**src/rtl/mem_arbiter.sv**
```systemverilog
// Two-master arbiter for the memory-map port: master 0 has priority, and locked bursts are supported.
// Read data is routed back to the master that issued the read. Define ARB_STARVE_GUARD_EN to add a master-1 starvation guard.
module mem_arbiter #(
    parameter int ADDR_W   = 32,
    parameter int DATA_W   = 16,
    parameter int WAIT_MAX = 8
) (
    input  logic                              clk,
    input  logic                              rst,
    input  logic                              m0Req,
    input  logic                              m0Lock,
    input  logic [ADDR_W-1:0]                 m0Addr,
    input  logic [DATA_W-1:0]                 m0Write,
    input  logic                              m0We,
    output logic                              m0Gnt,
    output logic [DATA_W-1:0]                 m0Read,
    output logic                              m0Valid,
    input  logic                              m1Req,
    input  logic                              m1Lock,
    input  logic [ADDR_W-1:0]                 m1Addr,
    input  logic [DATA_W-1:0]                 m1Write,
    input  logic                              m1We,
    output logic                              m1Gnt,
    output logic [DATA_W-1:0]                 m1Read,
    output logic                              m1Valid,
    output logic [ADDR_W-1:0]                 memAddr,
    output logic [DATA_W-1:0]                 memWrite,
    output logic                              memWe,
    output logic                              memRe,
    input  logic                              memReady,
    input  logic [DATA_W-1:0]                 memRead,
    output logic [1:0]                        dbgOwner,
    output logic [$clog2(WAIT_MAX+1)-1:0]     dbgWait
);
    localparam int CW = $clog2(WAIT_MAX + 1);

    typedef enum logic [1:0] {NONE = 2'd0, OWN0 = 2'd1, OWN1 = 2'd2} owner_t;

    owner_t owner;
    logic   sel0, sel1, starve, gnt, selWe;
    logic   rdPend, lastReader;

`ifdef ARB_STARVE_GUARD_EN
    logic [CW-1:0] waitCnt;

    always_ff @(posedge clk or negedge rst) begin
        if (!rst) begin
            waitCnt <= '0;
        end else if (m1Gnt) begin
            waitCnt <= '0;
        end else if (m1Req && waitCnt != CW'(WAIT_MAX)) begin
            waitCnt <= waitCnt + 1'b1;
        end
    end

    assign starve  = (waitCnt == CW'(WAIT_MAX));
    assign dbgWait = waitCnt;
`else
    assign starve  = 1'b0;
    assign dbgWait = '0;
`endif

    // A lock owner excludes the other master; the guard only acts when nobody owns the port.
    always_comb begin
        sel0 = 1'b0;
        sel1 = 1'b0;
        case (owner)
            OWN0:    sel0 = m0Req;
            OWN1:    sel1 = m1Req;
            default: begin
                if (starve && m1Req) sel1 = 1'b1;
                else if (m0Req)      sel0 = 1'b1;
                else if (m1Req)      sel1 = 1'b1;
            end
        endcase
    end

    // Gating with rst drops the grants and strobes as soon as reset asserts.
    assign m0Gnt    = sel0 && memReady && rst;
    assign m1Gnt    = sel1 && memReady && rst;
    assign gnt      = m0Gnt || m1Gnt;
    assign selWe    = sel1 ? m1We : m0We;
    assign memAddr  = sel1 ? m1Addr : m0Addr;
    assign memWrite = sel1 ? m1Write : m0Write;
    assign memWe    = gnt && selWe;
    assign memRe    = gnt && !selWe;

    always_ff @(posedge clk or negedge rst) begin
        if (!rst) begin
            owner <= NONE;
        end else if (m0Gnt) begin
            owner <= m0Lock ? OWN0 : NONE;
        end else if (m1Gnt) begin
            owner <= m1Lock ? OWN1 : NONE;
        end else if ((owner == OWN0 && !m0Req) || (owner == OWN1 && !m1Req)) begin
            owner <= NONE;
        end
    end

    always_ff @(posedge clk or negedge rst) begin
        if (!rst) begin
            rdPend     <= 1'b0;
            lastReader <= 1'b0;
        end else begin
            rdPend <= memRe;
            if (memRe) lastReader <= m1Gnt;
        end
    end

    assign m0Valid  = rdPend && !lastReader;
    assign m1Valid  = rdPend && lastReader;
    assign m0Read   = memRead;
    assign m1Read   = memRead;
    assign dbgOwner = owner;
endmodule

```
**config.mk**
```make
export PLATFORM = sky130hd
export DESIGN_NAME = mem_arbiter
export DESIGN_NICKNAME = d
export VERILOG_FILES = /design/src/rtl/mem_arbiter.sv
export SDC_FILE = /design/constraint.sdc
export NUM_CORES = 1
export LEC_CHECK = 0
export CAP_MARGIN = 20
export CORE_ASPECT_RATIO = 0.9
export CORE_MARGIN = 10
export CORE_UTILIZATION = 21
export DETAILED_ROUTE_END_ITERATION = 8
export PLACE_DENSITY = 0.81
export SLEW_MARGIN = 20
export SYNTH_ARGS = -nofsm -noshare
export SYNTH_HDL_FRONTEND = slang
export SYNTH_SLANG_ARGS = --single-unit
```
**constraint.sdc**
```tcl
create_clock -name clk -period 2.4 [get_ports clk]
set_input_delay 0.48 -clock clk [delete_from_list [all_inputs] [get_ports clk]]
set_output_delay 0.48 -clock clk [all_outputs]
set_load 0.02 [all_outputs]
```
==> After elaboration in Yosys (flattened, before gate mapping) <==
Cells that the tools add are included.
{ "word_totals": {"regBits": 4, "latchBits": 0, "ramBits": 0, "romBits": 0, "in_bits": 121, "output_inout_bits": 92, "wordCells": 35, "memories": 0} }
{ "op_classes": {"addsub": 0, "multipliers": 0, "div_mod_pow": 0, "magnitude_cmp": 0, "n_eq_ne": 2, "shifts": 0, "n_mux": 13, "bitwise": 0, "reduce_logical": 17} }
{ "op_table": {"columns": ["operator", "n"], "rows": [
  ["32-bit two-way mux", 1],
  ["16-bit two-way mux", 1],
  ["1-bit logical AND", 10],
  ["2-bit two-way mux", 4],
  ["1-bit two-way mux", 5],
  ["1-bit logical NOT", 4],
  ["1-bit case mux with 2 select lines", 2],
  ["3-bit nonzero test", 1],
  ["2-bit by 1-bit equality test with 1-bit output (second input constant)", 1],
  ["2-bit equality test (second input constant)", 1],
  ["1-bit logical OR", 2]
]} }

==> Logic depth before layout (Yosys ltp) <==
Gate-level depths: netlist of run 1.
{ "depth": {"word_depth": 7, "mapped_depth": 7, "mapped_depth_nobuf": 5} }

==> Worst setup path before layout of run 1 <==
Ideal clock, no wire load.
{ "synth_path": {"path_kind": "reg-to-output", "start": "register owner[0] (netlist: dbgOwner[0])", "end": "output memAddr[26]", "arrival_ps": 1907, "slack_ps": 13, "stages_incl_launch_ff": 8, "path_cell_list": "dfrtp_1 inv_1 ha_1 or2_1 nand2_1 buf_4 buf_6 mux2_2"} }
{ "synth_between": {"elab_chain_len": 3} }
{ "synth_rtl": {"columns": ["item", "line", "source"], "rows": [
  ["from (decl)", "39", "owner_t owner;"],
  ["from (signal assigned)", "92", "owner <= m0Lock ? OWN0 : NONE;"],
  ["from (signal assigned)", "94", "owner <= m1Lock ? OWN1 : NONE;"],
  ["2-bit equality test or 2-bit by 1-bit equality test with 1-bit output (tied branches)", "67", "case (owner)"],
  ["1-bit case mux with 2 select lines (*)", "67", null],
  ["32-bit two-way mux (*)", "83", "assign memAddr = sel1 ? m1Addr : m0Addr;"],
  ["to (decl)", "26", "output logic [ADDR_W-1:0] memAddr,"]
]} }
Every way passes the cells marked *; elsewhere a longest branch is shown, timed or not.

==> Worst setup path in the final report of run 1 <==
{ "layout_path": {"start": "register owner[1] (netlist: dbgOwner[1])", "end": "output memRe"} }
{ "layout_between": {"elab_chain_len": 6} }
{ "layout_rtl": {"columns": ["item", "line", "source"], "rows": [
  ["2-bit equality test or 2-bit by 1-bit equality test with 1-bit output (tied branches)", "67", null],
  ["1-bit case mux with 2 select lines", "67", null],
  ["1-bit logical AND (on tied branches) (2 in a row)", "79, 80", null],
  ["1-bit logical OR", "81", "assign gnt = m0Gnt || m1Gnt;"],
  ["1-bit logical AND (*)", "86", "assign memRe = gnt && !selWe;"],
  ["to (decl)", "29", "output logic memRe,"]
]} }
Marks and branches as above.

==> results of run 1 <==
## layout by cell type (no fill, tap or decap), types with 2 or more instances in the layout
cell type,count
nor2_1,3
clkdlybuf4s50_1,106
a21oi_1,2
buf_4,17
dfrtp_1,4
buf_12,4
and2_1,2
a32o_1,2
conb_1,4
mux2_4,2
o21ai_0,2
dlygate4sd2_1,2
nand2_1,3
inv_1,3
clkbuf_8,3
mux2_2,46
buf_6,44
buf_2,6
## worst reg2reg max path: cells and delay by family (launching register included)
kind	cells	cell delay [ns]
buf+inv	2	0.27
fa+ha+maj	1	0.26
compound gates	3	0.90
flops	1	0.40
## cell type report
class / instances / area, um^2
Timing Repair Buffer: 182 / 1850
Inverter: 4 / 15.0
Multi-Input combinational cell: 81 / 806
Sequential cell: 4 / 100
Clock buffer: 3 / 41.3
Tap cell: 67 / 83.8
Fill cell: 487 / 2420
## cells by family (layout without fill, tap and decap cells)
logic type / after synthesis / after routing / synth area share, %
muxes: 48 / 48 / 46.3
buffers and inverters: 45 / 189 / 27.9
and+or+nand+nor: 15 / 15 / 6.64
adders and majority gates: 2 / 2 / 2.14
other: 1 / 4 / 0.321
AOI/OAI and AO/OA: 12 / 12 / 8.15
DFF: 4 / 4 / 8.57
## registers in the layout, summed over array words and instances (netlist names)
signal,flops
dbgOwner,2
lastReader,1
rdPend,1
## power by group through the flow
| stage | registers [uW] | logic, uW | clock network (uW) |
|---|---|---|---|
| after floorplan | 95.5 | 545 | 0 |
| after global placement | 90.0 | 985 | 0 |
| after detailed placement | 90.7 | 998 | 0 |
| after CTS | 91.3 | 1080 | 140 |
| after global routing | 93.2 | 1190 | 145 |
| final | 91.5 | 1120 | 138 |
## what timing repair did
item                       4_1_cts  5_1_grt
buffers inserted                 3        2
gates cloned                     2        1
pin swaps                        2        5
hold buffers                     0        0
resized for setup              263       46
setup endpoints to repair       52       52
## worst paths after layout
kind	start	end	cells past startpoint
worst min-delay path	rst	rdPend	2
worst max-delay path	dbgOwner[1]	memRe	6
min in group clk	lastReader	lastReader	1
max in group asynchronous	rst	lastReader	2
worst min register to register	lastReader	lastReader	1
worst max register to register	dbgOwner[1]	lastReader	6
## routing by layer
layer  GRT usage [%]  wire [um]  up-vias
met2            24.1       3320      106
met1            13.9       2410      681
met3            6.66        738        8
met4            3.10         64        0
li1                -          -      701
met5               0          0        -
## metrics by stage
stage / setup WS [ns] / util, % / cells / hold slack [ns] / cell area, um^2
after floorplan: 0.0128 / - / 130 / 0.184 / 1180
after global placement: -0.482 / 50.8 / 332 / 0.614 / 2700
after detailed placement: -0.535 / 50.8 / 332 / 0.624 / 2700
after CTS: -0.113 / 52.5 / 340 / 0.555 / 2790
after global routing: -0.0765 / 54.5 / 341 / 0.577 / 2900
final: -0.0264 / 54.5 / 341 / 0.554 / 2900
==> summary.md, run 1 <==
| Metric | Value |
|---|---|
| Total CTS buffers | 3 |
| Cell count after synthesis | 127 |
| Critical Path Fanout Max | 3 |
| Ys Warns | 0 |
| CP Cell Sequence | ha_4 > buf_6 > a21bo_4 > a221o_2 > and3b_2 > buf_6 |
| Routed vias | 1496 |
| Ys async rst share | 100% |
| Share of layout cells above drive strength 1 | 48.2% |
| Tot GR Track Use | 13.5% |
| Register area share after synthesis | 8.57% |
| R2R Setup Slk | 0.44 ns |
| Minimum clock period | 2.43 ns |
| Internal power | 845 uW |
| Yosys cell types | 25 |
| Worst hold path type | primary input to async pin |
| Flop pwr share | 6.8% |
| Worst path arrival time | 1.95 ns |
| Dominant synthesized flop cell | dfrtp_1 |
| Crit path max-delay family | compound AO/OA/AOI/OAI gates |
| Failing checks | negative setup slack |
| Total power | 1350 uW |
| Switching pwr | 505 uW |
| Clock network power share | 10.2% |
| # H-tree levels | 1 |
| Chip width | 98.6 um |
| Final Skew | 0.000645 ns |
| Port Buffers | 160 |
| First-pass GRT wire length | 9870 um |
| Gr ovfl total | 0 |
| Setup_tns | -0.100 ns |
| Number of global-route vias before repair | 1721 |
| Synth Register Bits | 4 |
| Path type of the worst setup path | register to output port |
| Area grow syn2layout | 148% |
| Critical path required time | 1.92 ns |
| Crit-path most repeated cell | buf_6 |
| Endpoints failing hold | 0 |
| DRC Markers | 0 |
| Critical-path top delay cell | dfrtp_1 |
| Final Max Slew Viols | 0 |
| Pwr Density | 465 nW/um^2 |
| Area leader, netlist | mux2_2 |
| Max rail drop VDD | 0.198 mV |
| Avg Cell Area, Syn | 9.19 um^2 |
| DRT iter0 DRCs | 43 |
| Clk slew on worst S/H paths | 0.03 ns |
| # diodes | 0 |
| F_max | 412 MHz |
| Largest cells by area after synthesis | mux2_2 46%, buf_4 24%, dfrtp_1 8.6% |
| Routed WL | 6530 um |
| RePlAce Congestion | 0.778 |
| RSZ-0062 raised after global routing | true |
| Starting Density | 22.0% |
| Combinational share of power | 83.0% |
| CTS Buffer Depth | 2 |
| # setup viols final | 13 |
| Antenna-violating nets left | 0 |
| Critical Path Start Type | register |
| Top Ports | 213 |
| Core Region | 5320 um^2 |
| Synth top cells by count | 48 x mux2_2, 37 x buf_4, 4 x dfrtp_1, 4 x inv_1, 4 x nand2_1 |
| Outcome | finished, violations left |
| EDFF count, synth | 0 |
| Max stage delay on crit path | 0.40 ns |
| Final #Nets | 399 |
| Root buf cell | clkbuf_8 |
| Final worst setup slack | -0.0264 ns |
| CP Buf/Inv Count | 2 |
| Worst Setup End Kind | output port |
| CTS tree | done |
| Largest net degree at the start of global routing | 18 |
| Mapped Area | 1170 um^2 |
| Leakage power | 0.00128 uW |
| Period utilisation layout | 101% |
| Vias per inst | 4.39 |
| Pre-Repair DR Iteration Count | 4 |
| Most frequent cell after synthesis | mux2_2 |
| Die area | 8950 um^2 |
| FP Rows | 25 |
| Final HPWL DP | 5550 um |
| Average wire per standard cell | 19.2 um |
| Vert. Die Dim | 90.7 um |
| Yosys top cell area share | 46.3% |
| Initial antenna violation count | 0 |
| Sw Share | 37.4% |
| Clock latency on the worst-skew pair | 0.21 ns |
| Number of clock sinks | 4 |
| Max cap viols | 0 |
(Power assumes the default switching activity.)
==> run 2, diff against run 1 <==
CAP_MARGIN = 40   (was 20)
==> results of run 2 <==
No change in the layout: final DEF, timing and power equal those of run 1.
==> run 3, diff against run 2 <==
SKIP_CTS_REPAIR_TIMING = 1   (was unset)
==> run 3 against run 2 <==
Against the previous run:
- the flow still finishes with violations (negative setup slack)
- design area grew 2.8%
- hold slack gained 0.00052 ns
- sequential power is essentially flat
- core utilization grew 1.5 points
- setup slack lost 0.030 ns
- clock power is essentially flat
- wire length grew 1.5%
- final cell count is the same
- clock skew is essentially flat
- critical path type unchanged
- largest power group unchanged
==> summary.md, run 3 (synthesized netlist as in run 1, its figures left out) <==
| Metric | Value |
|---|---|
| Clock latency on the worst-skew pair | 0.21 ns (about the same) |
| R2R Setup Slk | 0.41 ns (-0.03 ns) |
| Leakage power | 0.00133 uW (+4.2%) |
| Final Skew | 0.000659 ns (+0.0000142 ns) |
| Grt peak-use layer | met2 |
| Met3 usage | 6.73% (+0.077 points) |
| M2 GR Usage | 22.3% (-1.8 points) |
| CTS tree | done |
| Gr ovfl total | 0 (unchanged) |
| Max stage delay on crit path | 0.41 ns (about the same) |
| Pwr Density | 465 nW/um^2 (about the same) |
| # setup viols final | 38 (+25) |
| Critical Path Fanout Max | 4 (+1) |
| GR Util met1 | 12.9% (-0.99 points) |
| RR Endpoint | lastReader |
| CP Cell Sequence | ha_4 > buf_6 > a21bo_4 > a221o_2 > and3b_2 > buf_6 |
| Root buf cell | clkbuf_8 |
| Worst R2R Path Depth | 6 (unchanged) |
| Number of clock sinks | 4 (unchanged) |
| Total power | 1390 uW (+2.8%) |
| Minimum clock period | 2.46 ns (+0.0298 ns) |
| Crit path launch | dbgOwner[1] |
| # H-tree levels | 1 (unchanged) |
| Critical-path top delay cell | dfrtp_1 |
| Final Max Slew Viols | 0 (unchanged) |
| Vias per inst | 4.36 (-0.53%) |
| Max cap viols | 0 (unchanged) |
| Chip width | 98.6 um (unchanged) |
| Crit path max-delay family | compound AO/OA/AOI/OAI gates |
| Outcome | finished, violations left |
| Reg-to-reg startpoint | dbgOwner[1] |
| Tot GR Track Use | 12.7% (-0.85 points) |
| Number of global-route vias before repair | 1642 (-4.6%) |
| Crit-path most repeated cell | buf_6 |
| RePlAce Congestion | 0.778 (unchanged) |
| F_max | 407 MHz (-1.2%) |
| Die area | 8950 um^2 (unchanged) |
| Multi-input gate area | 798 um^2 (-0.93%) |
| Core Region | 5320 um^2 (unchanged) |
| Failing checks | negative setup slack |
| DRT iter0 DRCs | 36 (-16%) |
| Total CTS buffers | 3 (unchanged) |
| Initial antenna violation count | 0 (unchanged) |
| First-pass GRT wire length | 9300 um (-5.8%) |
| Endpoints failing hold | 0 (unchanged) |
| Max rail drop VDD | 0.198 mV (+0.32%) |
| Placed Cells | 332 (unchanged) |
| Routed vias | 1488 (-0.53%) |
| Post-Place Cell Area | 2700 um^2 (unchanged) |
| Max reg flops | 2 (unchanged) |
| Critical path required time | 1.92 ns (about the same) |
| Worst path arrival time | 1.98 ns (+0.03 ns) |
| Top Ports | 213 (unchanged) |
| Clk slew on worst S/H paths | 0.03 ns (about the same) |
| FP Rows | 25 (unchanged) |
| Final #Nets | 399 (unchanged) |
| Instance count on the critical path | 6 (unchanged) |
| Most frequent cells in the layout | 106 x clkdlybuf4s50_1, 50 x buf_6, 48 x mux2_2 |
| Critical Path Start Type | register |
| DRC Markers | 0 (unchanged) |
| Layout fillers | 468 (-3.9%) |
| Area grow syn2layout | 155% |
| Worst hold path type | primary input to async pin |
| Share of layout cells above drive strength 1 | 47.8% (-0.36 points) |
| Non-filler instance count after layout | 341 (unchanged) |
| Vert. Die Dim | 90.7 um (unchanged) |
| Crit path capture | memRe |
| Path type of the worst setup path | register to output port |
| Period utilisation layout | 102% (+1.2 points) |
| Largest net degree at the start of global routing | 32 (+14) |
| RSZ-0062 raised after global routing | true |
| Commonest non-fill, non-tap cell in the layout | clkdlybuf4s50_1 |
| Average wire per standard cell | 19.4 um (+1.5%) |
| Register area | 100 um^2 (unchanged) |
| CTS Buffer Depth | 2 (unchanged) |
| Final Cell Area | 2980 um^2 (+2.8%) |
| CP Buf/Inv Count | 2 (unchanged) |
| # diodes | 0 (unchanged) |
| Routed WL | 6630 um (+1.5%) |
| Pre-Repair DR Iteration Count | 4 (unchanged) |
| Final worst setup slack | -0.0561 ns (-0.0298 ns) |
| Antenna-violating nets left | 0 (unchanged) |
| Port Buffers | 160 (unchanged) |
| Final HPWL DP | 5550 um (unchanged) |
| Worst Setup End Kind | output port |
| Starting Density | 22.0% (unchanged) |
## run 3: changes by cell type in the layout (fill, tap and decap cells not counted), sizes merged
cell          change
buf               -3
dlymetal6s2s      +3
clkbuf            +2
dlygate4sd2       -2
## run 3: worst min path at each step
stage | end | from | slack (ns) | depth (start not counted)
floorplan | dbgOwner[0] | rst | 0.18 | 0
global placement | lastReader | lastReader | 0.61 | 1
detailed placement | lastReader | lastReader | 0.62 | 1
CTS | rdPend | rst | 0.55 | 2
global route | rdPend | rst | 0.58 | 2
finish | rdPend | rst | 0.55 | 2
## run 3: area by class of cell
type                            instances  area share, %
Tap cell                               67           2.81
Multi-Input combinational cell         81           26.8
Clock buffer                            3           1.39
Timing Repair Buffer                  182           65.2
Inverter                                4          0.504
Sequential cell                         4           3.36
## run 3: per-layer routing
metal	vias up	wire, um
met5	-	0
met4	0	63
met3	8	727
met2	106	3350
met1	672	2490
li1	702	-
## run 3: per-stage QoR
| stage | TNS (ns) | utilization (%) | setup slack [ns] | hold WS, ns |
|---|---|---|---|---|
| after global routing | -3.99 | 56.0 | -0.103 | 0.577 |
| after CTS | -24.19 | 51.6 | -0.598 | 0.555 |
| after global placement | -20.38 | 50.8 | -0.482 | 0.614 |
| final | -0.847 | 56.0 | -0.0561 | 0.555 |
| after floorplan | 0 | - | 0.0128 | 0.184 |
| after detailed placement | -22.22 | 50.8 | -0.535 | 0.624 |
## run 3: where the power goes
part           switching, uW  leakage [uW]  internal, uW
clock network           31.4     0.0000216           107
registers               12.5     0.0000506          79.1
logic                    468       0.00126           689
total                    512       0.00133           875
